**config.mk**
```make
export PLATFORM = sky130hd
export DESIGN_NAME = acceso_memoria_datos
export DESIGN_NICKNAME = d
export VERILOG_FILES = /design/src/rtl/acceso_memoria_datos.sv
export SDC_FILE = /design/constraint.sdc
export NUM_CORES = 1
export LEC_CHECK = 0
export CORE_UTILIZATION = 45
export CTS_CLUSTER_DIAMETER = 60
export DETAILED_ROUTE_END_ITERATION = 10
export GPL_TIMING_DRIVEN = 0
export PLACE_DENSITY = 0.76
export SYNTH_ARGS = -nofsm -noshare
export SYNTH_HDL_FRONTEND = slang
export SYNTH_SLANG_ARGS = --single-unit
```
**constraint.sdc**
```tcl
create_clock -name clk -period 3.1 [get_ports clk]
set_input_delay 0.465 -clock clk [delete_from_list [all_inputs] [get_ports clk]]
set_output_delay 0.465 -clock clk [all_outputs]
set_load 0.02 [all_outputs]
```
**src/rtl/acceso_memoria_datos.sv**
```systemverilog
// Load/store access unit: byte-addressed requests to a word-indexed 32-bit memory,
// with read-modify-write for sub-word stores and sign/zero extension for sub-word loads.
module acceso_memoria_datos #(
  parameter int unsigned ANCHO_DIR  = 8,
  parameter int unsigned ANCHO_DATO = 32
) (
  input  logic                  clk,
  input  logic                  reset_n,
  input  logic                  Req,
  input  logic                  Escr,
  input  logic [1:0]            Tam,
  input  logic                  SignExt,
  input  logic [ANCHO_DIR+1:0]  DirByte,
  input  logic [ANCHO_DATO-1:0] DatoEscr,
  output logic [ANCHO_DATO-1:0] DatoLeido,
  output logic                  Listo,
  output logic                  ErrAlin,
  output logic                  Ocupado,
  output logic                  EscrMem,
  output logic                  LeerMem,
  output logic [ANCHO_DIR-1:0]  Direc,
  output logic [ANCHO_DATO-1:0] Datain,
  input  logic [ANCHO_DATO-1:0] Dataout
);

  typedef enum logic [2:0] {
    StIdle,
    StLeer,
    StCaptura,
    StFusion,
    StEscribir,
    StFin
  } estado_e;

  estado_e     estado;
  logic        escr_q;
  logic [1:0]  tam_q;
  logic        sext_q;
  logic [1:0]  lane_q;
  logic [15:0] dato_q;

  logic        desalineado;
  logic [7:0]  byte_v;
  logic [15:0] half_v;
  logic [31:0] lane_ext;
  logic [31:0] fusion;

  // Tam = 11 behaves as a word access.
  always_comb begin
    desalineado = ((Tam == 2'b01) && DirByte[0]) || (Tam[1] && (DirByte[1:0] != 2'b00));
  end

  always_comb begin
    byte_v = Dataout[7:0];
    unique case (lane_q)
      2'd0: byte_v = Dataout[7:0];
      2'd1: byte_v = Dataout[15:8];
      2'd2: byte_v = Dataout[23:16];
      2'd3: byte_v = Dataout[31:24];
      default: byte_v = Dataout[7:0];
    endcase
    half_v = lane_q[1] ? Dataout[31:16] : Dataout[15:0];

    unique case (tam_q)
      2'b00:   lane_ext = {{24{sext_q & byte_v[7]}}, byte_v};
      2'b01:   lane_ext = {{16{sext_q & half_v[15]}}, half_v};
      default: lane_ext = Dataout;
    endcase
  end

  always_comb begin
    fusion = Dataout;
    if (tam_q == 2'b00) begin
      unique case (lane_q)
        2'd0: fusion[7:0]   = dato_q[7:0];
        2'd1: fusion[15:8]  = dato_q[7:0];
        2'd2: fusion[23:16] = dato_q[7:0];
        2'd3: fusion[31:24] = dato_q[7:0];
        default: fusion = Dataout;
      endcase
    end else if (tam_q == 2'b01) begin
      if (lane_q[1]) fusion[31:16] = dato_q;
      else           fusion[15:0]  = dato_q;
    end
  end

  always_ff @(posedge clk or negedge reset_n) begin
    if (!reset_n) begin
      estado    <= StIdle;
      escr_q    <= 1'b0;
      tam_q     <= 2'b00;
      sext_q    <= 1'b0;
      lane_q    <= 2'b00;
      dato_q    <= '0;
      DatoLeido <= '0;
      Listo     <= 1'b0;
      ErrAlin   <= 1'b0;
      Ocupado   <= 1'b0;
      EscrMem   <= 1'b0;
      LeerMem   <= 1'b0;
      Direc     <= '0;
      Datain    <= '0;
    end else begin
      Listo   <= 1'b0;
      ErrAlin <= 1'b0;
      EscrMem <= 1'b0;
      LeerMem <= 1'b0;
      unique case (estado)
        StIdle: begin
          if (Req) begin
            escr_q  <= Escr;
            tam_q   <= Tam;
            sext_q  <= SignExt;
            lane_q  <= DirByte[1:0];
            dato_q  <= DatoEscr[15:0];
            Direc   <= DirByte[ANCHO_DIR+1:2];
            Ocupado <= 1'b1;
            if (desalineado) begin
              estado  <= StFin;
              Listo   <= 1'b1;
              ErrAlin <= 1'b1;
            end else if (Escr && Tam[1]) begin
              estado  <= StEscribir;
              EscrMem <= 1'b1;
              Datain  <= DatoEscr;
            end else begin
              estado  <= StLeer;
              LeerMem <= 1'b1;
            end
          end
        end
        StLeer: begin
          estado <= escr_q ? StFusion : StCaptura;
        end
        StCaptura: begin
          DatoLeido <= lane_ext;
          estado    <= StFin;
          Listo     <= 1'b1;
        end
        StFusion: begin
          Datain  <= fusion;
          estado  <= StEscribir;
          EscrMem <= 1'b1;
        end
        StEscribir: begin
          estado <= StFin;
          Listo  <= 1'b1;
        end
        StFin: begin
          estado  <= StIdle;
          Ocupado <= 1'b0;
        end
        default: begin
          estado  <= StIdle;
          Ocupado <= 1'b0;
        end
      endcase
    end
  end

endmodule

```
After elaboration in Yosys (flattened, before gate mapping)
Cells that the tools add are included.
Widths: inputs -> output; s select.
{"block": "op_classes", "n_reduce_logical": 14, "addsub": 0, "mul": 0, "n_lt_le_gt_ge": 0, "shifts": 0, "div": 0, "bitwise_logic": 3, "muxes": 34, "n_eq_ne": 12}
{"cell": "$mux 32", "n": 5}
{"cell": "$pmux 32 s2", "n": 2}
{"cell": "$mux 16", "n": 3}
{"cell": "$mux 8", "n": 4}
{"cell": "$pmux 8 s4", "n": 1}
{"cell": "$mux 1", "n": 12}
{"cell": "$pmux 3 s4", "n": 1}
{"cell": "$mux 3", "n": 3}
{"cell": "$eq 2x1->1 const B", "n": 3}
{"cell": "$eq 3x2->1 const B", "n": 2}
{"cell": "$ne 2x2->1 const B", "n": 3}
{"cell": "$pmux 1 s2", "n": 3}
{"cell": "$eq 2x2->1 const B", "n": 2}
{"cell": "$logic_not 2->1", "n": 2}
{"cell": "$reduce_and 2->1", "n": 2}
{"cell": "$reduce_and 4->1", "n": 1}
{"cell": "$reduce_bool 2->1", "n": 2}
{"cell": "$reduce_or 4->1", "n": 1}
{"cell": "$eq 3x1->1 const B", "n": 1}
{"cell": "$eq 3x3->1 const B", "n": 1}
{"cell": "$logic_and 1x1->1", "n": 3}
{"cell": "$logic_not 3->1", "n": 1}
{"cell": "$and 1x1->1", "n": 2}
{"cell": "$reduce_or 2->1", "n": 1}
{"cell": "other kinds (2)", "n": 2}
{"block": "totals", "elab_cells": 77, "ramBits": 0, "latch_bits": 0, "romBits": 0, "reg_bits": 102, "output_inout_bits": 77, "mem_count": 0}

Logic depth before layout (Yosys ltp)
Gate-level depths: netlist of run 1.
{"block": "logic_depth", "depth_word": 6, "ltp_mapped": 7, "mapped_depth_nobuf": 4}

Worst setup path after synthesis of run 1
OpenSTA, ideal clock, no wires.
{"block": "synth_timing", "path_type": "register -> register", "startpoint": "reg estado[2]", "endpoint": "reg Datain[26]", "slack_ns": 1.161, "t_required_ns": 2.956, "path_stages_with_launch": 8, "synth_period_minus_slack_ns": 1.939, "path_buffers": 3, "arrival_time_ns": 1.795, "path_cell_list": "dfrtp_1 > buf_2 > or4b_4 > or2_1 > buf_2 > clkbuf_1 > nand2_1 > a32oi_1"}
{"block": "synth_between", "elab_chain_cells": 3, "word_cells_on_any_way": 8, "cone_classes": "eq/ne: 4; mux: 1; reduce/logical: 3"}
{"item": "from (decl)", "line": "35", "rtl": "estado_e estado;"}
{"item": "from (signal assigned)", "line": "89", "rtl": "estado <= StIdle;"}
{"item": "from (signal assigned)", "line": "119", "rtl": "estado <= StFin;"}
{"item": "from (signal assigned)", "line": "123", "rtl": "estado <= StEscribir;"}
{"item": "$eq 3x2->1 / $logic_not 3->1 (equally long branches)", "line": "108", "rtl": "unique case (estado)"}
{"item": "$reduce_bool 2->1 (no line) / $ne 2x2->1 (equally long branches)"}
{"item": "$reduce_and 4->1 (no line)"}
{"item": "to (signal assigned)", "line": "125", "rtl": "Datain <= DatoEscr;"}
{"item": "to (signal assigned)", "line": "141", "rtl": "Datain <= fusion;"}
{"item": "to (decl)", "line": "22", "rtl": "output logic [ANCHO_DATO-1:0] Datain,"}
Parallel ways exist; a longest one is shown, timed or not.
A chain may end at the register's enable or synchronous reset.

Worst setup path after layout of run 1
{"block": "layout_timing", "startpoint": "in Dataout[7]", "endpoint": "reg DatoLeido[28]"}
{"block": "layout_between", "elab_chain_cells": 3}
{"item": "from (decl)", "line": "23", "rtl": "input logic [ANCHO_DATO-1:0] Dataout"}
{"item": "$pmux 8 s4", "line": "55", "rtl": "unique case (lane_q)"}
{"item": "$and 1x1->1", "line": "65", "rtl": "2'b00: lane_ext = {{24{sext_q & byte_v[7]}}, byte_v};"}
{"item": "$pmux 32 s2", "line": "64", "rtl": "unique case (tam_q)"}
{"item": "to (signal assigned)", "line": "136", "rtl": "DatoLeido <= lane_ext;"}
{"item": "to (decl)", "line": "15", "rtl": "output logic [ANCHO_DATO-1:0] DatoLeido,"}
Every way passes these cells.

==> results by group, run 1 <==
Synthesis
  – Register area share after synthesis: 0.4707
  – Ys Warns: 0
  – Synth area leaders: dfrtp_1 (47%), nand2_1 (11%), a31oi_1 (3.3%)
  – Most frequent cell after synthesis: nand2_1
  – Share of the synthesized area in the top cell type: 0.4707
  – Number of synthesized flops with an enable pin: 0
  – Leading post-synthesis cells by instance count: nand2_1 (162), dfrtp_1 (102), clkbuf_1 (44)
  – Synthesized flop and latch total: between 100 and 150
  – Synth Cell Area: 5423 sq um
  – Post-synthesis instance total: 621
  – Synth area leader: dfrtp_1
  – Synth cell types: 44
  – FFs w/ async S/R, synth: 1.000
  – Synth Flop Type: dfrtp_1
  – Avg Inst Size Synth: 8.732 sq um
  – Synth Net Count: ~700

Critical path
  – CP Data Required Time: 3320 ps
  – CP Launch Type: input port
  – Worst EP arrival: 2880 ps
  – Worst setup EP type: flip-flop
  – Top delay family on crit path: compound AO/OA/AOI/OAI gates
  – Crit-path max cell delay: 770 ps
  – Cells along the critical path: clkdlybuf4s50_1 -> mux4_2 -> a211oi_1 -> clkbuf_1 -> o21ai_0
  – Slowest CP cell: a211oi_1
  – WS Path Type: in -> reg
  – Crit-path max FO: 10
  – WP buf/inv: 2

Drt
  – Antenna-violating nets left: 0
  – Total Wirelength: 19.59 mm
  – TritonRoute pass-1 iters: 8
  – Iter 0 DRT Violations: about 500
  – Via/cell ratio: 6.075
  – Routed via count: 5698
  – DRC Markers: 11
  – Routed WL per cell: ~21 microns

Clocking
  – CTS Sinks: about 100
  – TritonCTS buffer count: 9
  – CTS tree: yes
  – Clock Latency Late Sink: 360 ps
  – CTS clk-pin slew, worst paths: 70 ps
  – Hold buffers post-CTS: 0
  – Clk buf depth: 2
  – Post-CTS Setup Bufs: 0
  – Clock tree root driver cell: clkbuf_16
  – Post-CTS sizing: 0
  – H-Tree Depth: 3

Place
  – Port buffer count: 157
  – RePlAce Congestion: 0.9019
  – Post-DP HPWL: 14.90 mm

Timing
  – Setup Skew: 7.627 ps
  – Final Setup Violations: 0
  – Final Max Tran Viols: 0
  – Final hold slack: 139.7 ps
  – Worst-margin pin slew: around 870 ps
  – Peak Freq: approximately 380 MHz
  – Post-Route Setup TNS: 0 ps
  – Max-slew headroom: 0.4110
  – Hold Vio Cnt, Final: 0
  – Period utilization: 0.8574
  – RSZ-0062 raised after global routing: false
  – Minimum clock period: 2658 ps

Finish
  – Antenna Diode Count: 0
  – Syn-to-layout area delta: 37.89%
  – Filler cell count: 986
  – Fraction of layout cells with a size suffix above 1: 0.04780
  – Final #Nets: 871

Global route
  – Pin count of the biggest net entering global routing: 53
  – GR Util All Layers: 0.3227
  – Vias in the first global route: approximately 5.6k
  – Total grt overflow: 0
  – Global-route wire length before repair: 30.86 mm
  – Antenna violations before repair: 0

Job
  – Max Cap Violations: 0

Floorplanning
  – IO Count: roughly 160
  – Initial core utilization: 0.4689
  – Total core area: 11560 sq um
  – Die footprint: ~12000 sq um
  – Core Rows: 39
  – Height of the die: between 100 and 150 microns
  – Die Wd: ~110 microns

Outcome
  – Outcome: finished, violations left
  – Failing checks: DRC

Pwr
  – Worst vdd ir: 0.5652 mV
  – Leakage: 3.154 nW
  – Pwr/cell area: around 1100 nW/um^2
  – Design Power: a little under 8 mW

Worst hold path
  – Hold crit path type: in -> async
[routing by layer]
metal | part of all wire | up-vias | GRT usage | wire length (microns)
met5 | 0 | - | 0 | 0
met4 | 0.035 | 0 | 0.1441 | 685
met3 | 0.079 | 55 | 0.06478 | 1553
met2 | 0.47 | 308 | 0.5259 | 9220
met1 | 0.42 | 2742 | 0.4158 | 8130
li1 | - | 2593 | - | -
[placed cells by master (no fill, tap or decap), drive strengths merged, types with 7 or more instances in the layout]
master / netlist / final
nor3: 10 / 10
a211oi: 17 / 17
a22o: 14 / 14
a31oi: 29 / 29
nor2: 20 / 20
inv: 8 / 8
o221a: 7 / 7
o22ai: 14 / 14
and3: 17 / 17
clkbuf: 44 / 56
buf: 8 / 10
o211ai: 22 / 22
o21ai: 34 / 34
clkdlybuf4s50: 0 / 156
or2: 8 / 8
mux2i: 15 / 15
a21oi: 25 / 25
a221oi: 7 / 7
nand2: 162 / 162
dfrtp: 102 / 102
a32oi: 10 / 10
[area by class of cell]
cell class                      instances  area [sq um]  share of cell area
Buffer                                 52         209.0             0.02795
Clock buffer                           12         246.5             0.03297
Clock inverter                          4         32.53            0.004351
Inverter                                9         33.78            0.004518
Multi-Input combinational cell        458          2628              0.3514
Sequential cell                       102          2552              0.3414
Tap cell                              143         178.9             0.02393
Timing Repair Buffer                  158          1597              0.2135
[stage by stage]
stage	util	instances	worst slack [ps]	instance area, sq um
2_1_floorplan	-	621	1161	5423
3_3_place_gp	0.6203	921	-2136	7173
3_5_place_dp	0.6224	922	119.5	7198
4_1_cts	0.6465	938	491.7	7477
5_1_grt	0.6465	938	379.7	7477
6_report	0.6465	938	442.1	7477
[path summary, 6_finish.rpt]
path,cells after the start,slack [ps],startpoint,end
max,5,440,Dataout[7],DatoLeido[28]
min,1,140,reset_n,DatoLeido[3]
max reg2reg,6,630,lane_q[1],Datain[5]
min reg2reg,2,480,Direc[7],Direc[7]
max in group asynchronous,2,2270,reset_n,Datain[25]
min in group clk,2,480,Direc[7],Direc[7]
[sequential cells by signal, summed over array words and instances (netlist names)]
signal	count
estado	3
dato_q	16
lane_q	2
escr_q	1
Ocupado	1
Direc	8
sext_q	1
Datain	32
LeerMem	1
tam_q	2
DatoLeido	32
Listo	1
EscrMem	1
ErrAlin	1
[where the power goes]
part | internal (mW) | leakage [nW] | switching, mW
clock | 0.570 | 0.129 | 0.513
combinational | 1.86 | 1.82 | 2.49
sequential | 1.99 | 1.21 | 0.515
total | 4.42 | 3.15 | 3.52
[cell families after synthesis]
family / share of synthesized area
flops: 0.4707
mux: 0.03184
xor+xnor: 0.001615
buf+inv: 0.04476
compound gates: 0.2568
simple gates: 0.1943
(Power assumes the default switching activity.)
==> run 2: changes to the inputs <==
CTS_BUF_LIST = sky130_fd_sc_hd__clkbuf_16   (was not set)
==> run 2 against run 1 <==
  * The run still ends with DRC left
  * Clock skew fell by 0.92 ps
  * Design area is 0.13% lower
  * Die area unchanged
  * Largest power group unchanged
==> results by group, run 2 (synthesis results as in run 1) <==
Drt
  – Antenna-violating nets left: 0 (unchanged)
  – Routed WL per cell: 20.90 microns (about the same)
  – Metal-1 WL: 7.956 mm (-2.1%)
  – TritonRoute pass-1 iters: 9 (+1)
  – DRC Markers: 11 (unchanged)
  – Top sig layer: met4
  – Routed met3 length: 1.718 mm (+11%)
  – Iter 0 DRT Violations: 452 (-12%)
  – Total Wirelength: 19.60 mm (about the same)
  – Met2 Wirelength: 9.313 mm (+1.0%)
  – Via/cell ratio: 6.044 (-0.51%)
  – Routed via count: 5669 (-0.51%)

Place
  – Cell Count Post-Placement: 922 (unchanged)
  – DP Area: 7198 sq um (unchanged)
  – Post-DP HPWL: 14.90 mm (unchanged)
  – RePlAce Congestion: 0.9019 (unchanged)
  – Port buffer count: 157 (unchanged)

Floorplanning
  – IO Count: 158 (unchanged)
  – Total core area: 11560 sq um (unchanged)
  – Core Rows: 39 (unchanged)
  – Die Wd: 111.8 microns (unchanged)
  – Initial core utilization: 0.4689 (unchanged)
  – Die footprint: 12490 sq um (unchanged)
  – Height of the die: 111.8 microns (unchanged)

Critical path
  – Top delay family on crit path: compound AO/OA/AOI/OAI gates
  – Worst setup EP type: flip-flop
  – Worst EP arrival: 2850 ps (-30 ps)
  – Cells along the critical path: clkdlybuf4s50_1 -> mux4_2 -> a211oi_1 -> clkbuf_1 -> o21ai_0
  – Crit-path max FO: 10 (unchanged)
  – WP buf/inv: 2 (unchanged)
  – WS Path Type: in -> reg
  – Slowest CP cell: a211oi_1
  – Crit-path max cell delay: 760 ps (about the same)
  – CP Data Required Time: 3320 ps (about the same)
  – CP Launch Type: input port

Finish
  – Antenna Diode Count: 0 (unchanged)
  – Post-Layout Cell Count: 938 (unchanged)
  – Final #Nets: 871 (unchanged)
  – Post-route cell area: 7467 sq um (-0.13%)
  – Biggest regs: Datain (32), DatoLeido (32), dato_q (16)
  – Syn-to-layout area delta: 37.70%
  – Commonest non-fill, non-tap cell in the layout: nand2_1
  – Most frequent cells in the layout: nand2_1 (162), clkdlybuf4s50_1 (156), dfrtp_1 (102), clkbuf_1 (44), o21ai_0 (34)
  – Fraction of layout cells with a size suffix above 1: 0.04654 (-0.001258)

Clocking
  – CTS tree: yes
  – Clock Latency Late Sink: 350 ps (about the same)
  – TritonCTS buffer count: 9 (unchanged)
  – Clock tree root driver cell: clkbuf_16
  – Hold buffers post-CTS: 0 (unchanged)
  – CTS clk-pin slew, worst paths: 70 ps (about the same)
  – CTS Sinks: 102 (unchanged)
  – Clk buf depth: 2 (unchanged)
  – H-Tree Depth: 3 (unchanged)
  – Post-CTS sizing: 0 (unchanged)
  – Post-CTS Setup Bufs: 0 (unchanged)

Timing
  – Final Setup Violations: 0 (unchanged)
  – Worst-margin pin slew: 879.7 ps (+8.501 ps)
  – RSZ-0062 raised after global routing: false
  – Hold Vio Cnt, Final: 0 (unchanged)
  – Period utilization: 0.8490 (-0.008431)
  – Minimum clock period: 2632 ps (-26.14 ps)
  – Final hold slack: 139.2 ps (-0.5720 ps)
  – Setup Skew: 6.703 ps (-0.9244 ps)
  – Max-slew headroom: 0.4052 (-0.005747)
  – Final Max Tran Viols: 0 (unchanged)
  – Peak Freq: 380.0 MHz (+0.99%)

Global route
  – Total grt overflow: 0 (unchanged)
  – Pin count of the biggest net entering global routing: 53 (unchanged)
  – Vias in the first global route: 5649 (+0.16%)
  – Global-route wire length before repair: 30.86 mm (about the same)
  – Antenna violations before repair: 0 (unchanged)
  – GR Util All Layers: 0.3227 (unchanged)

Outcome
  – Outcome: finished, violations left
  – Failing checks: DRC

Pwr
  – Worst vdd ir: 0.5589 mV (-1.1%)
  – Leakage: 3.157 nW (about the same)
  – Pwr/cell area: 1061 nW/um^2 (-0.17%)

Worst hold path
  – Hold crit path type: in -> async

Job
  – Max Cap Violations: 0 (unchanged)
## run 2: cell count changes in the layout (fill, tap and decap cells not counted), sizes merged
cell / before / now
clkbuf: 56 / 53
inv: 8 / 10
clkinv: 3 / 4
## run 2: worst reg2reg max path, cell delays in order, from the launching register on
cell,delay [ps]
dfrtp_1,420
clkbuf_1,210
nor2_1,620
clkbuf_1,400
nand2_1,280
a211oi_1,380
a31oi_1,70
## run 2: cell type report
cell class	instances	area, sq um
Clock buffer	9	225.2
Fill cell	989	4098
Buffer	52	209.0
Multi-Input combinational cell	458	2628
Timing Repair Buffer	158	1597
Tap cell	143	178.9
Inverter	9	33.78
Clock inverter	7	43.79
Sequential cell	102	2552
## run 2: routing by layer
layer | up-vias | track usage
li1 | 2593 | -
met1 | 2731 | 0.4155
met2 | 299 | 0.5263
met3 | 46 | 0.06478
met4 | 0 | 0.1441
met5 | - | 0
## run 2: report_power, final
part	internal (mW)	leakage [nW]	switching [mW]
sequential	1.99	1.21	0.517
combinational	1.86	1.82	2.50
clock	0.539	0.132	0.512
## run 2: worst paths after layout
check / from / to / slack [ps] / cells after the start
worst max register to register: lane_q[1] / Datain[5] / 580 / 6
min in group clk: Direc[7] / Direc[7] / 480 / 2
max in group asynchronous: reset_n / Datain[25] / 2270 / 2
worst min-delay path: reset_n / DatoLeido[3] / 140 / 1
worst max-delay path: Dataout[7] / DatoLeido[28] / 470 / 5
worst min register to register: Direc[7] / Direc[7] / 480 / 2
## run 2: per-stage QoR
step,utilization,power [mW],setup WS [ps],TNS [ps]
after detailed placement,0.6224,6.833,119.5,0
after global placement,0.6203,6.720,-2136,-217150
after CTS,0.6457,7.894,492.1,0
after global routing,0.6457,8.394,379.8,0
after floorplan,-,4.905,1161,0
final,0.6457,7.922,468.2,0
